### src/rtl/uart_rx_if.sv
// Receive-side bundle between the serial pad and the byte consumer.
// The sampler is the slave and the consumer is the master.
interface uart_rx_if #(
    parameter int DATA_BITS = 8
);
    logic                 serial_in;
    logic                 data_read;
    logic [DATA_BITS-1:0] rx_data;
    logic                 data_ready;
    logic                 overrun_error;
    logic                 framing_error;

    modport master (
        output serial_in,
        output data_read,
        input  rx_data,
        input  data_ready,
        input  overrun_error,
        input  framing_error
    );

    modport slave (
        input  serial_in,
        input  data_read,
        output rx_data,
        output data_ready,
        output overrun_error,
        output framing_error
    );
endinterface

### src/rtl/uart_rx_sampler.sv
// UART receive front-end: start detect, mid-bit sampling, LSB-first shift-in,
// stop-bit check and a level-valid / read-acknowledge word output.
module uart_rx_sampler #(
    parameter int CLKS_PER_BIT = 10,
    parameter int DATA_BITS    = 8
) (
    input logic     clk,
    input logic     n_rst,
    uart_rx_if.slave bus
);
    localparam int CNT_W = $clog2(CLKS_PER_BIT);
    localparam int IDX_W = $clog2(DATA_BITS);
    localparam logic [CNT_W-1:0] HALF_M1  = CNT_W'(CLKS_PER_BIT / 2 - 1);
    localparam logic [CNT_W-1:0] BIT_LAST = CNT_W'(CLKS_PER_BIT - 1);
    localparam logic [IDX_W-1:0] IDX_LAST = IDX_W'(DATA_BITS - 1);

    typedef enum logic [2:0] {
        IDLE,
        START_CHK,
        DATA,
        STOP,
        LOAD
    } state_t;

    state_t               state_q, state_d;
    logic                 sync1_q, sync1_d;
    logic                 sync2_q, sync2_d;
    logic [CNT_W-1:0]     bit_cnt_q, bit_cnt_d;
    logic [IDX_W-1:0]     idx_cnt_q, idx_cnt_d;
    logic [DATA_BITS-1:0] shift_q, shift_d;
    logic [DATA_BITS-1:0] rx_data_q, rx_data_d;
    logic                 ready_q, ready_d;
    logic                 ovr_q, ovr_d;
    logic                 fe_q, fe_d;
    logic                 s_in;

    assign s_in = sync2_q;

    always_comb begin
        sync1_d   = bus.serial_in;
        sync2_d   = sync1_q;
        state_d   = state_q;
        bit_cnt_d = bit_cnt_q;
        idx_cnt_d = idx_cnt_q;
        shift_d   = shift_q;
        rx_data_d = rx_data_q;
        ready_d   = ready_q;
        ovr_d     = ovr_q;
        fe_d      = fe_q;

        if (state_q != IDLE) begin
            bit_cnt_d = (bit_cnt_q == BIT_LAST) ? '0 : bit_cnt_q + 1'b1;
        end

        if (bus.data_read && ready_q) begin
            ready_d = 1'b0;
            ovr_d   = 1'b0;
        end

        unique case (state_q)
            IDLE: begin
                if (!s_in) begin
                    state_d   = START_CHK;
                    bit_cnt_d = '0;
                    idx_cnt_d = '0;
                end
            end
            START_CHK: begin
                if (bit_cnt_q == HALF_M1) begin
                    bit_cnt_d = '0;
                    if (s_in) begin
                        state_d = IDLE;
                    end else begin
                        fe_d    = 1'b0;
                        state_d = DATA;
                    end
                end
            end
            DATA: begin
                if (bit_cnt_q == BIT_LAST) begin
                    shift_d = {s_in, shift_q[DATA_BITS-1:1]};
                    if (idx_cnt_q == IDX_LAST) begin
                        idx_cnt_d = '0;
                        state_d   = STOP;
                    end else begin
                        idx_cnt_d = idx_cnt_q + 1'b1;
                    end
                end
            end
            STOP: begin
                if (bit_cnt_q == BIT_LAST) begin
                    if (s_in) begin
                        state_d = LOAD;
                    end else begin
                        fe_d    = 1'b1;
                        state_d = IDLE;
                    end
                end
            end
            LOAD: begin
                // a read landing in this cycle is absorbed by the new word
                rx_data_d = shift_q;
                ready_d   = 1'b1;
                if (ready_q && !bus.data_read) begin
                    ovr_d = 1'b1;
                end
                state_d = IDLE;
            end
            default: state_d = IDLE;
        endcase
    end

    always_ff @(posedge clk or negedge n_rst) begin
        if (!n_rst) begin
            state_q   <= IDLE;
            sync1_q   <= 1'b1;
            sync2_q   <= 1'b1;
            bit_cnt_q <= '0;
            idx_cnt_q <= '0;
            shift_q   <= '0;
            rx_data_q <= '0;
            ready_q   <= 1'b0;
            ovr_q     <= 1'b0;
            fe_q      <= 1'b0;
        end else begin
            state_q   <= state_d;
            sync1_q   <= sync1_d;
            sync2_q   <= sync2_d;
            bit_cnt_q <= bit_cnt_d;
            idx_cnt_q <= idx_cnt_d;
            shift_q   <= shift_d;
            rx_data_q <= rx_data_d;
            ready_q   <= ready_d;
            ovr_q     <= ovr_d;
            fe_q      <= fe_d;
        end
    end

    assign bus.rx_data       = rx_data_q;
    assign bus.data_ready    = ready_q;
    assign bus.overrun_error = ovr_q;
    assign bus.framing_error = fe_q;
endmodule

### src/flat_wrapper.sv
// flat-port wrapper written by rule: the top's interface ports become plain ports
module uart_rx_sampler_flat 
#(
    parameter int CLKS_PER_BIT = 10,
    parameter int DATA_BITS    = 8
)
  (clk, n_rst, bus_serial_in, bus_data_read, bus_rx_data, bus_data_ready, bus_overrun_error, bus_framing_error);
  uart_rx_if #(.DATA_BITS(DATA_BITS)) bus_i ();
  input logic clk;
  input logic n_rst;
  input wire logic [$bits(bus_i.serial_in)-1:0] bus_serial_in;
  input wire logic [$bits(bus_i.data_read)-1:0] bus_data_read;
  output wire logic [$bits(bus_i.rx_data)-1:0] bus_rx_data;
  output wire logic [$bits(bus_i.data_ready)-1:0] bus_data_ready;
  output wire logic [$bits(bus_i.overrun_error)-1:0] bus_overrun_error;
  output wire logic [$bits(bus_i.framing_error)-1:0] bus_framing_error;
  assign bus_i.serial_in = bus_serial_in;
  assign bus_i.data_read = bus_data_read;
  assign bus_rx_data = bus_i.rx_data;
  assign bus_data_ready = bus_i.data_ready;
  assign bus_overrun_error = bus_i.overrun_error;
  assign bus_framing_error = bus_i.framing_error;
  uart_rx_sampler #(.CLKS_PER_BIT(CLKS_PER_BIT), .DATA_BITS(DATA_BITS)) u_core (.clk(clk), .n_rst(n_rst), .bus(bus_i));
endmodule
### config.mk
export PLATFORM = sky130hd
export DESIGN_NAME = uart_rx_sampler_flat
export DESIGN_NICKNAME = d
export VERILOG_FILES = /design/src/rtl/uart_rx_if.sv /design/src/rtl/uart_rx_sampler.sv /design/src/flat_wrapper.sv
export SDC_FILE = /design/constraint.sdc
export NUM_CORES = 1
export LEC_CHECK = 0
export CAP_MARGIN = 10
export CELL_PAD_IN_SITES_DETAIL_PLACEMENT = 0
export CELL_PAD_IN_SITES_GLOBAL_PLACEMENT = 1
export CORE_ASPECT_RATIO = 0.75
export CORE_MARGIN = 1.5
export CORE_UTILIZATION = 47
export CTS_CLUSTER_SIZE = 8
export DETAILED_ROUTE_END_ITERATION = 10
export HOLD_SLACK_MARGIN = 0.12
export PLACE_DENSITY_LB_ADDON = 0.1
export REMOVE_ABC_BUFFERS = 1
export SLEW_MARGIN = 20
export SYNTH_ARGS = -nofsm -noshare
export SYNTH_HDL_FRONTEND = slang
export SYNTH_SLANG_ARGS = --single-unit
### constraint.sdc
create_clock -name clk -period 2.3 [get_ports clk]
set_input_delay 0.23 -clock clk [delete_from_list [all_inputs] [get_ports clk]]
set_output_delay 0.23 -clock clk [all_outputs]
set_load 0.1 [all_outputs]
==> flow_metrics.tcl <==
set metrics [dict create \
    synthFlopType "dfrtp_1" \
    areaGrowthSynthToFinish_pct 17.2 \
    dieWidth_um 66.0 \
    timing.final.hold_violations 0 \
    dieArea_sq_um 3320 \
    yosysTopAreaCellShare_pct 51.8 \
    fin_worst_skew_ps 6.87 \
    wire_per_inst_um 13.8 \
    ctsHoldBuffers 0 \
    report.final.slew_viol_count 0 \
    synth_largest_area_cell "dfrtp_1" \
    h-tree-depth 2 \
    root_buffer "clkbuf_8" \
    clkPwrFrac_pct 35.1 \
    grt_max_degree 32 \
    tightest_slew_ps 493 \
    synth_edf_count 0 \
    startpoint "u_core.bit_cnt_q[1]" \
    synth.avg_cell_area_sq_um 12.0 \
    first_iter_violations 46 \
    hold_ws_ps 336 \
    placedCellCount 164 \
    postCtsSetupBuffers 0 \
    arrival_ps 1790 \
    rsz0062_at_grt "no" \
    power_frac_comb_pct 14.8 \
    yosys_register_bits 31 \
    drc 0 \
    cts_buffers 5 \
    fill_cells 229 \
    n_antenna_cell 0 \
    crit_slowest_cell "dfrtp_1" \
    relSlewSlack_pct 66.9 \
    mostFrequentLayoutCells "dfrtp_1, mux2_2, buf_4" \
    reg2reg_from "u_core.bit_cnt_q[1]" \
    fmax_ghz 0.614 \
    reg2reg_slack_ps 670 \
    layout_commonest_cell "dfrtp_1" \
    seq_power_share_pct 50.0 \
    grt.overflow.total 0 \
    fin_crit_sh_pct 70.8 \
    power.internal_uw 940 \
    synth.area.top_cells "dfrtp_1, mux2_2, ha_1, dfstp_2, nor3_1" \
    max_cap_violations 0 \
    cp_max_fo 9 \
    num_vias 915 \
    grt_usage_pct 16.5 \
    outcome "finished clean" \
    grt_first_pass_wirelength_um 4010 \
    cts_tree "built" \
    routed_wirelength_um 2370 \
    required_ps 2460 \
    async_flop_share_pct 100 \
    cp-start-kind "flop" \
    clockBufferDepth 2 \
    fin_util_pct 60.3 \
    layout-drive-gt1-share_pct 30.1 \
    synth_cells 117 \
    cp_slowest_stage_delay_ps 410 \
    min_path_type "in2async" \
    firstDrtPassIters 4 \
    critical_path.endpoint_type "flop" \
    dieHeight_um 50.3 \
    nets 144 \
    crit_type "reg2reg" \
    synth_area_sq_um 1400 \
    finalWorstPathRequiredPeriod_ps 1630 \
    core_area_sq_um 2720 \
    start_util_pct 51.4 \
    grt_pass1_vias 901 \
    yosysUniqueCellTypes 32 \
    setup_violations 0 \
    io_buffers 14 \
    peakVddDrop_v 0.000442 \
    rows 16 \
    final_cell_count_no_fill 172 \
    antenna_found_initial 0 \
    insertion_delay_ps 280 \
    viasPerCell 5.32 \
    finalSetupTns_ps 0 \
    ys_seq_area_share_pct 55.6 \
    place.gp.congestion 0.759 \
    crit_chain "inv_1 > ha_1 > and3b_1 > nand3_4 > mux2_2" \
    clk_pin_slew_worst_paths_ps 60 \
    power_density_nw_per_um2 795 \
    clkSinkCount 31 \
    dp_hpwl_um 1650 \
    power_mw 1.30 \
    io_pins 15 \
    p_switching_uw 364 \
    r2r-end "u_core.shift_q[6]" \
    yosysWarnings 0 \
    cts_resized 0 \
    postRouteAntennaNets 0 \
    ff2ff_path_depth 5 \
    switching_share_pct 27.9 \
    leakagePower_nw 0.806 \
]
cell usage after synthesis, types with 2 or more instances:
| library cell | instances |
|---|---|
| a21oi_1 | 3 |
| a311oi_1 | 2 |
| buf_2 | 4 |
| dfrtp_1 | 29 |
| dfstp_2 | 2 |
| ha_1 | 5 |
| inv_1 | 5 |
| mux2_2 | 17 |
| nand2_1 | 7 |
| nand2b_1 | 3 |
| nand3_1 | 2 |
| nand3b_1 | 2 |
| nor2_1 | 8 |
| nor3_1 | 7 |
| o21ai_0 | 4 |
worst max-delay path by stage:
stage	end	slack [ps]	cells after the start
2_1_floorplan	u_core.bus.rx_data[0]	480	2
3_3_place_gp	u_core.shift_q[0]	750	5
3_5_place_dp	u_core.shift_q[1]	700	5
4_1_cts	u_core.shift_q[6]	660	5
5_1_grt	u_core.idx_cnt_q[0]	560	6
6_report	u_core.shift_q[6]	670	5
registers in the layout, summed over array words and instances, names as in the netlist, 3 cells and up, named ones only:
name and flops:
u_core.bus.rx_data 8, u_core.shift_q 8, u_core.idx_cnt_q 3, u_core.state_q 3
u_core.bit_cnt_q 4
routing by layer:
metal | global-route usage (%) | up-vias | wire, um
met5 | 0 | - | 0
met4 | 9.18 | 0 | 43
met3 | 5.38 | 5 | 102
met2 | 24.2 | 16 | 1040
met1 | 21.6 | 448 | 1190
li1 | - | 446 | -
critical path: cells and delay by family (launching register included):
| family | cells | cell delay [ps] |
|---|---|---|
| buffers and inverters | 1 | 90 |
| adders and majority gates | 1 | 180 |
| DFF | 1 | 410 |
| muxes | 1 | 320 |
| and+or+nand+nor | 2 | 500 |
power by group through the flow:
stage / logic [mW] / registers (mW) / clock network, mW
floorplan: 0.143 / 0.646 / 0
global placement: 0.192 / 0.659 / 0
detailed placement: 0.194 / 0.661 / 0
CTS: 0.196 / 0.651 / 0.474
global route: 0.226 / 0.657 / 0.498
finish: 0.193 / 0.652 / 0.458
cells by family (layout without fill, tap and decap cells):
group,count (synthesis),count (layout),synth area share (%)
mux,18,18,14.4
fa+ha+maj,5,5,4.47
compound gates,17,17,8.13
flops,31,31,55.6
simple gates,36,36,13.9
buf+inv,10,29,3.57
metrics by stage:
step	area, sq um	setup WS (ps)
2_1_floorplan	1370	478
3_3_place_gp	1540	752
3_5_place_dp	1540	697
4_1_cts	1640	662
5_1_grt	1640	565
6_report	1640	671
cell type report:
class | instances | area (sq um) | share of cell area, %
clock buffers | 8 | 100 | 6.10
inverters | 5 | 18.8 | 1.14
multi-input cells | 76 | 572 | 34.8
flip-flops and latches | 31 | 778 | 47.4
well taps | 36 | 45.0 | 2.74
repair buffers | 16 | 128 | 7.77
Power figures use the tool's default switching activity.
